[src/rtl/ball_motion_integrator.sv]
// ball_motion_integrator
// Two-axis ball physics engine. A programmable physics tick launches a
// VEL -> POS -> BOUND sequence that integrates signed tilt acceleration into
// Q(FRAC) velocity and position, clamps the position at the walls and
// reflects the velocity with a restitution loss. Pixel coordinates and
// velocities presented to the renderer change only together with o_update.
// Axis arrays are indexed 0 = X, 1 = Y.
// Build option: define FRICTION_EN to add per-tick velocity decay
// (parameter FRIC_SHIFT).

module ball_motion_integrator #(
  parameter int ACC_W      = 8,
  parameter int ACC_SHIFT  = 0,
  parameter int VEL_W      = 24,
  parameter int POS_W      = 10,
  parameter int FRAC       = 8,
  parameter int TICK_DIV   = 1000,
  parameter int SCREEN_W   = 320,
  parameter int SCREEN_H   = 180,
  parameter int SPRITE     = 32,
  parameter int REST_SHIFT = 2,
  parameter int INIT_X     = 100,
  parameter int INIT_Y     = 50
`ifdef FRICTION_EN
  , parameter int FRIC_SHIFT = 6
`endif
) (
  input  logic                    CLK,
  input  logic                    rst,
  input  logic                    i_moving,
  input  logic                    i_load,
  input  logic        [POS_W-1:0] i_init_x,
  input  logic        [POS_W-1:0] i_init_y,
  input  logic signed [ACC_W-1:0] i_accel_x,
  input  logic signed [ACC_W-1:0] i_accel_y,
  output logic        [POS_W-1:0] o_pos_x,
  output logic        [POS_W-1:0] o_pos_y,
  output logic signed [VEL_W-1:0] o_vel_x,
  output logic signed [VEL_W-1:0] o_vel_y,
  output logic                    o_update,
  output logic                    o_hit_x,
  output logic                    o_hit_y
);

  // Internal position width: integer pixels, fraction, sign and one guard
  // bit so that overshoot past either wall is still representable.
  localparam int PW    = POS_W + FRAC + 2;
  // Velocity adder width: wide enough for the shifted acceleration plus a
  // carry bit so saturation can be detected before truncation.
  localparam int AW    = ACC_W + ACC_SHIFT;
  localparam int SW    = ((VEL_W > AW) ? VEL_W : AW) + 1;
  localparam int CNT_W = (TICK_DIV > 1) ? $clog2(TICK_DIV) : 1;
  localparam int MAX_X = SCREEN_W - SPRITE;
  localparam int MAX_Y = SCREEN_H - SPRITE;

  localparam logic signed [PW-1:0] MAX_PX  = PW'(MAX_X * (2 ** FRAC));
  localparam logic signed [PW-1:0] MAX_PY  = PW'(MAX_Y * (2 ** FRAC));
  localparam logic signed [PW-1:0] INIT_PX = PW'(INIT_X * (2 ** FRAC));
  localparam logic signed [PW-1:0] INIT_PY = PW'(INIT_Y * (2 ** FRAC));
  localparam logic [CNT_W-1:0]     TICK_LAST = CNT_W'(TICK_DIV - 1);

  // Saturation bounds of the velocity register, expressed at adder width.
  localparam logic signed [SW-1:0] V_MAX = {{(SW - VEL_W + 1){1'b0}}, {(VEL_W - 1){1'b1}}};
  localparam logic signed [SW-1:0] V_MIN = {{(SW - VEL_W + 1){1'b1}}, {(VEL_W - 1){1'b0}}};

  typedef enum logic [1:0] {
    S_IDLE,
    S_VEL,
    S_POS,
    S_BOUND
  } state_t;

  state_t state, state_next;

  logic [CNT_W-1:0] tick_cnt;
  logic             tick;

  logic signed [ACC_W-1:0] accel [2];
  logic        [POS_W-1:0] init  [2];
  logic signed [PW-1:0]    max_p [2];

  logic signed [PW-1:0]    p_q   [2];
  logic signed [VEL_W-1:0] v_q   [2];
  logic signed [PW-1:0]    v_ext [2];

  logic signed [PW-1:0]    p_bnd [2];
  logic signed [VEL_W-1:0] v_bnd [2];
  logic        [1:0]       hit_bnd;

  logic        [POS_W-1:0] pos_q [2];
  logic signed [VEL_W-1:0] vel_q [2];
  logic        [1:0]       hit_q;
  logic                    upd_q;

  assign accel[0] = i_accel_x;
  assign accel[1] = i_accel_y;
  assign init[0]  = i_init_x;
  assign init[1]  = i_init_y;
  assign max_p[0] = MAX_PX;
  assign max_p[1] = MAX_PY;

  // Velocity step: optional decay, add shifted acceleration, saturate.
  function automatic logic signed [VEL_W-1:0] vel_step(
    input logic signed [VEL_W-1:0] v,
    input logic signed [ACC_W-1:0] a
  );
    logic signed [VEL_W-1:0] base;
    logic signed [SW-1:0]    sum;
`ifdef FRICTION_EN
    base = v - (v >>> FRIC_SHIFT);
`else
    base = v;
`endif
    sum = SW'(base) + (SW'(a) <<< ACC_SHIFT);
    if (sum > V_MAX) begin
      sum = V_MAX;
    end else if (sum < V_MIN) begin
      sum = V_MIN;
    end
    return VEL_W'(sum);
  endfunction

  // Wall bounce: reverse direction and drop 1/2^REST_SHIFT of the speed;
  // a zero shift means the ball sticks to the wall.
  function automatic logic signed [VEL_W-1:0] reflect(
    input logic signed [VEL_W-1:0] v
  );
    if (REST_SHIFT == 0) begin
      return '0;
    end
    return -(v - (v >>> REST_SHIFT));
  endfunction

  // Physics tick: free-running divider that only advances while moving.
  assign tick = i_moving && (tick_cnt == TICK_LAST);

  // Tick divider register; a load restarts the physics period.
  // NOTE: sequential state is always written with non-blocking assignments so
  // every flop samples the pre-edge values of its neighbours.
  always_ff @(posedge CLK) begin
    if (rst || i_load) begin
      tick_cnt <= '0;
    end else if (tick) begin
      tick_cnt <= '0;
    end else if (i_moving) begin
      tick_cnt <= tick_cnt + CNT_W'(1);
    end
  end

  // FSM state register; a load aborts any update in flight.
  always_ff @(posedge CLK) begin
    if (rst || i_load) begin
      state <= S_IDLE;
    end else begin
      state <= state_next;
    end
  end

  // FSM next state: one cycle per phase, started by the tick.
  // NOTE: every always_comb output gets a default first so no path can
  // leave it unassigned and infer a latch.
  always_comb begin
    state_next = state;
    case (state)
      S_IDLE:  if (tick) state_next = S_VEL;
      S_VEL:   state_next = S_POS;
      S_POS:   state_next = S_BOUND;
      S_BOUND: state_next = S_IDLE;
      default: state_next = S_IDLE;
    endcase
  end

  // Velocity contribution in position width (truncate or sign-extend).
  always_comb begin
    for (int i = 0; i < 2; i++) begin
      v_ext[i] = PW'(v_q[i]);
    end
  end

  // Wall clamp and bounce, evaluated per axis independently. Landing
  // exactly on 0 or the far wall is not a hit.
  always_comb begin
    for (int i = 0; i < 2; i++) begin
      p_bnd[i]   = p_q[i];
      v_bnd[i]   = v_q[i];
      hit_bnd[i] = 1'b0;
      if (p_q[i] < 0) begin
        p_bnd[i]   = '0;
        hit_bnd[i] = 1'b1;
      end else if (p_q[i] > max_p[i]) begin
        p_bnd[i]   = max_p[i];
        hit_bnd[i] = 1'b1;
      end
      if (hit_bnd[i]) begin
        v_bnd[i] = reflect(v_q[i]);
      end
    end
  end

  // Datapath and committed outputs, advanced by the FSM phase.
  always_ff @(posedge CLK) begin
    if (rst) begin
      p_q[0]   <= INIT_PX;
      p_q[1]   <= INIT_PY;
      pos_q[0] <= POS_W'(INIT_X);
      pos_q[1] <= POS_W'(INIT_Y);
      for (int i = 0; i < 2; i++) begin
        v_q[i]   <= '0;
        vel_q[i] <= '0;
      end
      hit_q <= '0;
      upd_q <= 1'b0;
    end else if (i_load) begin
      for (int i = 0; i < 2; i++) begin
        p_q[i]   <= {2'b00, init[i], {FRAC{1'b0}}};
        pos_q[i] <= init[i];
        v_q[i]   <= '0;
        vel_q[i] <= '0;
      end
      hit_q <= '0;
      upd_q <= 1'b0;
    end else begin
      hit_q <= '0;
      upd_q <= 1'b0;
      case (state)
        S_VEL: begin
          for (int i = 0; i < 2; i++) begin
            v_q[i] <= vel_step(v_q[i], accel[i]);
          end
        end
        S_POS: begin
          for (int i = 0; i < 2; i++) begin
            p_q[i] <= p_q[i] + v_ext[i];
          end
        end
        S_BOUND: begin
          for (int i = 0; i < 2; i++) begin
            p_q[i]   <= p_bnd[i];
            v_q[i]   <= v_bnd[i];
            pos_q[i] <= p_bnd[i][FRAC +: POS_W];
            vel_q[i] <= v_bnd[i];
          end
          hit_q <= hit_bnd;
          upd_q <= 1'b1;
        end
        default: ;
      endcase
    end
  end

  assign o_pos_x  = pos_q[0];
  assign o_pos_y  = pos_q[1];
  assign o_vel_x  = vel_q[0];
  assign o_vel_y  = vel_q[1];
  assign o_hit_x  = hit_q[0];
  assign o_hit_y  = hit_q[1];
  assign o_update = upd_q;

endmodule
[config.mk]
export PLATFORM = sky130hd
export DESIGN_NAME = ball_motion_integrator
export DESIGN_NICKNAME = d
export VERILOG_FILES = /design/src/rtl/ball_motion_integrator.sv
export SDC_FILE = /design/constraint.sdc
export NUM_CORES = 1
export LEC_CHECK = 0
export CORE_ASPECT_RATIO = 0.9
export CORE_MARGIN = 8
export CORE_UTILIZATION = 40
export DETAILED_ROUTE_END_ITERATION = 8
export GPL_ROUTABILITY_DRIVEN = 0
export PLACE_DENSITY = 0.59
export RECOVER_POWER = 25
export SLEW_MARGIN = 10
export SYNTH_ARGS = -nofsm -noshare
export SYNTH_HDL_FRONTEND = slang
export SYNTH_SLANG_ARGS = --single-unit
[constraint.sdc]
create_clock -name CLK -period 3.9 [get_ports CLK]
set_input_delay 1.17 -clock CLK [delete_from_list [all_inputs] [get_ports CLK]]
set_output_delay 1.17 -clock CLK [all_outputs]
set_load 0.05 [all_outputs]
==> flow_summary.json <==
{
  "status": "completed",
  "p_leak_uw": 0.00766,
  "worstSetupStartpointType": "primary input",
  "crit_fanout": 10,
  "io_pins": 111,
  "fin_hold_ws_ns": 0.524,
  "nFillCells": 2977,
  "fp.coreArea_um2": 32000,
  "power_density_nw_per_um2": 317,
  "final_util_pct": 53.1,
  "grt_max_degree": 49,
  "drive_above_1_share_pct": 16.8,
  "dp_hpwl_mm": 29.3,
  "max_freq_ghz": 0.262,
  "first_iter_violations": 770,
  "nNetsFinal": 1827,
  "antenna_found_initial": 0,
  "critPathSlowestCell": "a221o_1",
  "synth_area_per_cell_um2": 9.59,
  "die_height_um": 187,
  "htree_levels": 4,
  "syn_inst": 1361,
  "ys_types": 74,
  "wl_per_cell_um": 18.7,
  "synth_seq_area_share_pct": 38.2,
  "cts.sinks": 171,
  "wirelength_mm": 38.7,
  "port_buffers": 110,
  "hold_class": "flop to flop",
  "final_cells": 2072,
  "path_delay_family": "compound AO/OA/AOI/OAI gates",
  "cts_tree": "built",
  "yosys_warnings": 0,
  "slowest_delay_ns": 0.39,
  "rows": 62,
  "crit_chain": "clkdlybuf4s15_1 > ha_2 > fa_2 > a21oi_2 > nand3b_1 > a31oi_4 > a221o_1 > a21oi_2 > o21ai_1 > mux2i_1 > buf_4 > buf_4 > a21oi_4 > buf_12 > a311o_1",
  "synthesis.nets": 1545,
  "post-route-period-util_pct": 98.0,
  "seqCellArea_um2": 4980,
  "hold_viol_final": 0,
  "synthArstFlopShare_pct": 0,
  "slew_violations": 0,
  "syn_area_um2": 13100,
  "finalClockSkew_ns": 0.0115,
  "worst_setup_path_end_kind": "flop",
  "grt_use_total_pct": 19.6,
  "firstDrtPassIters": 5,
  "drc": 0,
  "dp_cells": 2010,
  "worst_skew_pair.late_latency_ns": 0.44,
  "start_util_pct": 40.7,
  "grt_pass1_vias": 10900,
  "via_count": 11400,
  "gr-total-overflow": 0,
  "slew_headroom_pct": 17.8,
  "diodes": 0,
  "die_w_um": 206,
  "worst-setup-path-type": "primary input to flop",
  "ir_worst_vdd_mv": 0.321,
  "setup_viol": 0,
  "cts_made_buffers": 17,
  "area_growth_pct": 30.3,
  "cap_violations": 0,
  "ant_nets": 0,
  "path_clk_slew_ns": 0.07,
  "critPathBufInv": 4,
  "synth_ff_type": "edfxtp_1",
  "required_ns": 4.08,
  "worstMarginPinSlew_ns": 1.23,
  "dp_worst_setup_slack_ns": -0.700,
  "synth-seq-cells": 171,
  "multi_input_area_um2": 8010,
  "synth_edf_count": 156,
  "fin_total_pwr_uw": 5390,
  "cp.arrival_ns": 4.01,
  "rsz0062_at_grt": "false",
  "vias_per_cell": 5.51,
  "fin_crit_ns": 3.82,
  "fin_ws_ns": 0.0768,
  "grt_pass1_wl_mm": 60.4,
  "dieArea_um2": 38700,
  "clockBufferDepth": 2,
  "ctsRootBufferMaster": "clkbuf_16"
}
## metrics by stage
stage,area (um2),setup TNS (ns)
6_report,17000,0
3_3_place_gp,15800,-26.37
4_1_cts,16700,-0.00221
5_1_grt,17000,0
3_5_place_dp,15800,-28.36
2_1_floorplan,13100,0
## flip-flops by register name, summed over array words and instances, names as in the netlist
register,cells
v_q,48
pos_q,20
vel_q,48
o_update,1
tick_cnt,10
hit_q,2
p_q,40
state,2
## per-layer routing
layer	vias to the layer above	GRT usage (%)	share of wire (%)
met4	0	4.48	1.2
met2	261	29.8	44
li1	5668	-	-
met3	30	2.74	5.3
met1	5456	28.9	50
met5	-	0	0
## cells in the mapped netlist (8+ instances only)
master,n,share of area [%]
edfxtp_1,156,36
ha_1,138,13
nor2_1,119,3.4
nand2_1,118,3.4
a21oi_1,109,4.2
o21ai_0,70,2.7
inv_1,62,1.8
xnor2_1,62,4.2
a21o_1,57,3.3
xor2_1,50,3.4
a211o_1,42,2.8
nand3_1,31,1.2
nor3_1,30,1.2
nand2b_1,23,1.1
clkbuf_1,21,0.60
and3_1,16,0.77
nor2b_1,16,0.77
o21bai_1,16,0.92
a31oi_1,15,0.72
dfxtp_1,15,2.3
a22o_1,14,0.94
o21a_1,13,0.75
and2_1,11,0.53
a211oi_1,10,0.58
o21ai_1,10,0.38
nand4_1,8,0.38
or2_2,8,0.38
## layout by cell type, fill, tap and decap left out, types with 8 or more instances in the layout
cell	synthesis	final
a211o_1	42	42
a211oi_1	10	9
a21o_1	57	57
a21oi_1	109	103
a22o_1	14	14
a31oi_1	15	14
and3_1	16	14
buf_4	1	159
buf_6	1	8
clkbuf_16	0	18
clkdlybuf4s50_1	0	96
dfxtp_1	15	15
edfxtp_1	156	156
ha_1	138	126
ha_4	0	9
inv_1	62	60
nand2_1	118	116
nand2b_1	23	23
nand3_1	31	31
nand4_1	8	8
nor2_1	119	117
nor2b_1	16	15
nor3_1	30	27
o21a_1	13	13
o21ai_0	70	65
o21ai_1	10	13
o21bai_1	16	15
xnor2_1	62	62
xor2_1	50	50
## kinds of logic after synthesis
family          after synthesis  share of synthesized area (%)
flops                       171                           38.2
buf+inv                      94                           2.86
simple gates                411                           14.8
fa+ha+maj                   144                           14.2
compound gates              421                           21.8
xor+xnor                    113                           7.64
mux                           7                          0.546
## worst register-to-register path, stage by stage, from the launching register on
cell and delay, ns:
edfxtp_1 0.45, nor4_1 0.42, nand3_1 0.16, a21o_1 0.22, a211o_1 0.31, a2111o_1 0.50
or2_1 0.39, nand2_4 0.25, inv_2 0.17, a32o_1 0.29, a211o_1 0.27
## worst paths after layout
kind	start	to	slack, ns	depth (start not counted)
worst max register to register	p_q[0][21]$_DFFE_PP_	v_q[0][30]$_DFFE_PP_	0.23	10
worst min register to register	tick_cnt[8]$_SDFFE_PP0P_	tick_cnt[8]$_SDFFE_PP0P_	0.52	2
worst max-delay path	i_accel_x[0]	v_q[0][9]$_DFFE_PP_	0.08	15
worst min-delay path	tick_cnt[8]$_SDFFE_PP0P_	tick_cnt[8]$_SDFFE_PP0P_	0.52	2
## area by class of cell
| type | instances | area share [%] |
|---|---|---|
| Multi-Input combinational cell | 1096 | 47.1 |
| Sequential cell | 171 | 29.3 |
| Timing Repair Buffer | 294 | 15.7 |
| Tap cell | 416 | 3.06 |
| Clock buffer | 20 | 2.57 |
| Inverter | 63 | 1.41 |
| Clock inverter | 12 | 0.876 |
## what timing repair did
item / in CTS / in global routing
setup buffers: 15 / 9
hold endpoints to repair: 0 / 0
cloned: 4 / 2
pin swaps: 24 / 34
endpoints found under the setup margin: 46 / 48
gates resized for setup: 34 / 45
hold buffers: 0 / 0
## report_power, final
part	leakage, uW	switching (uW)	internal, uW
logic	0.00556	792	655
clock network	0.000279	783	1010
registers	0.00182	73.3	2080
total	0.00766	1650	3740
(Power assumes the default switching activity.)
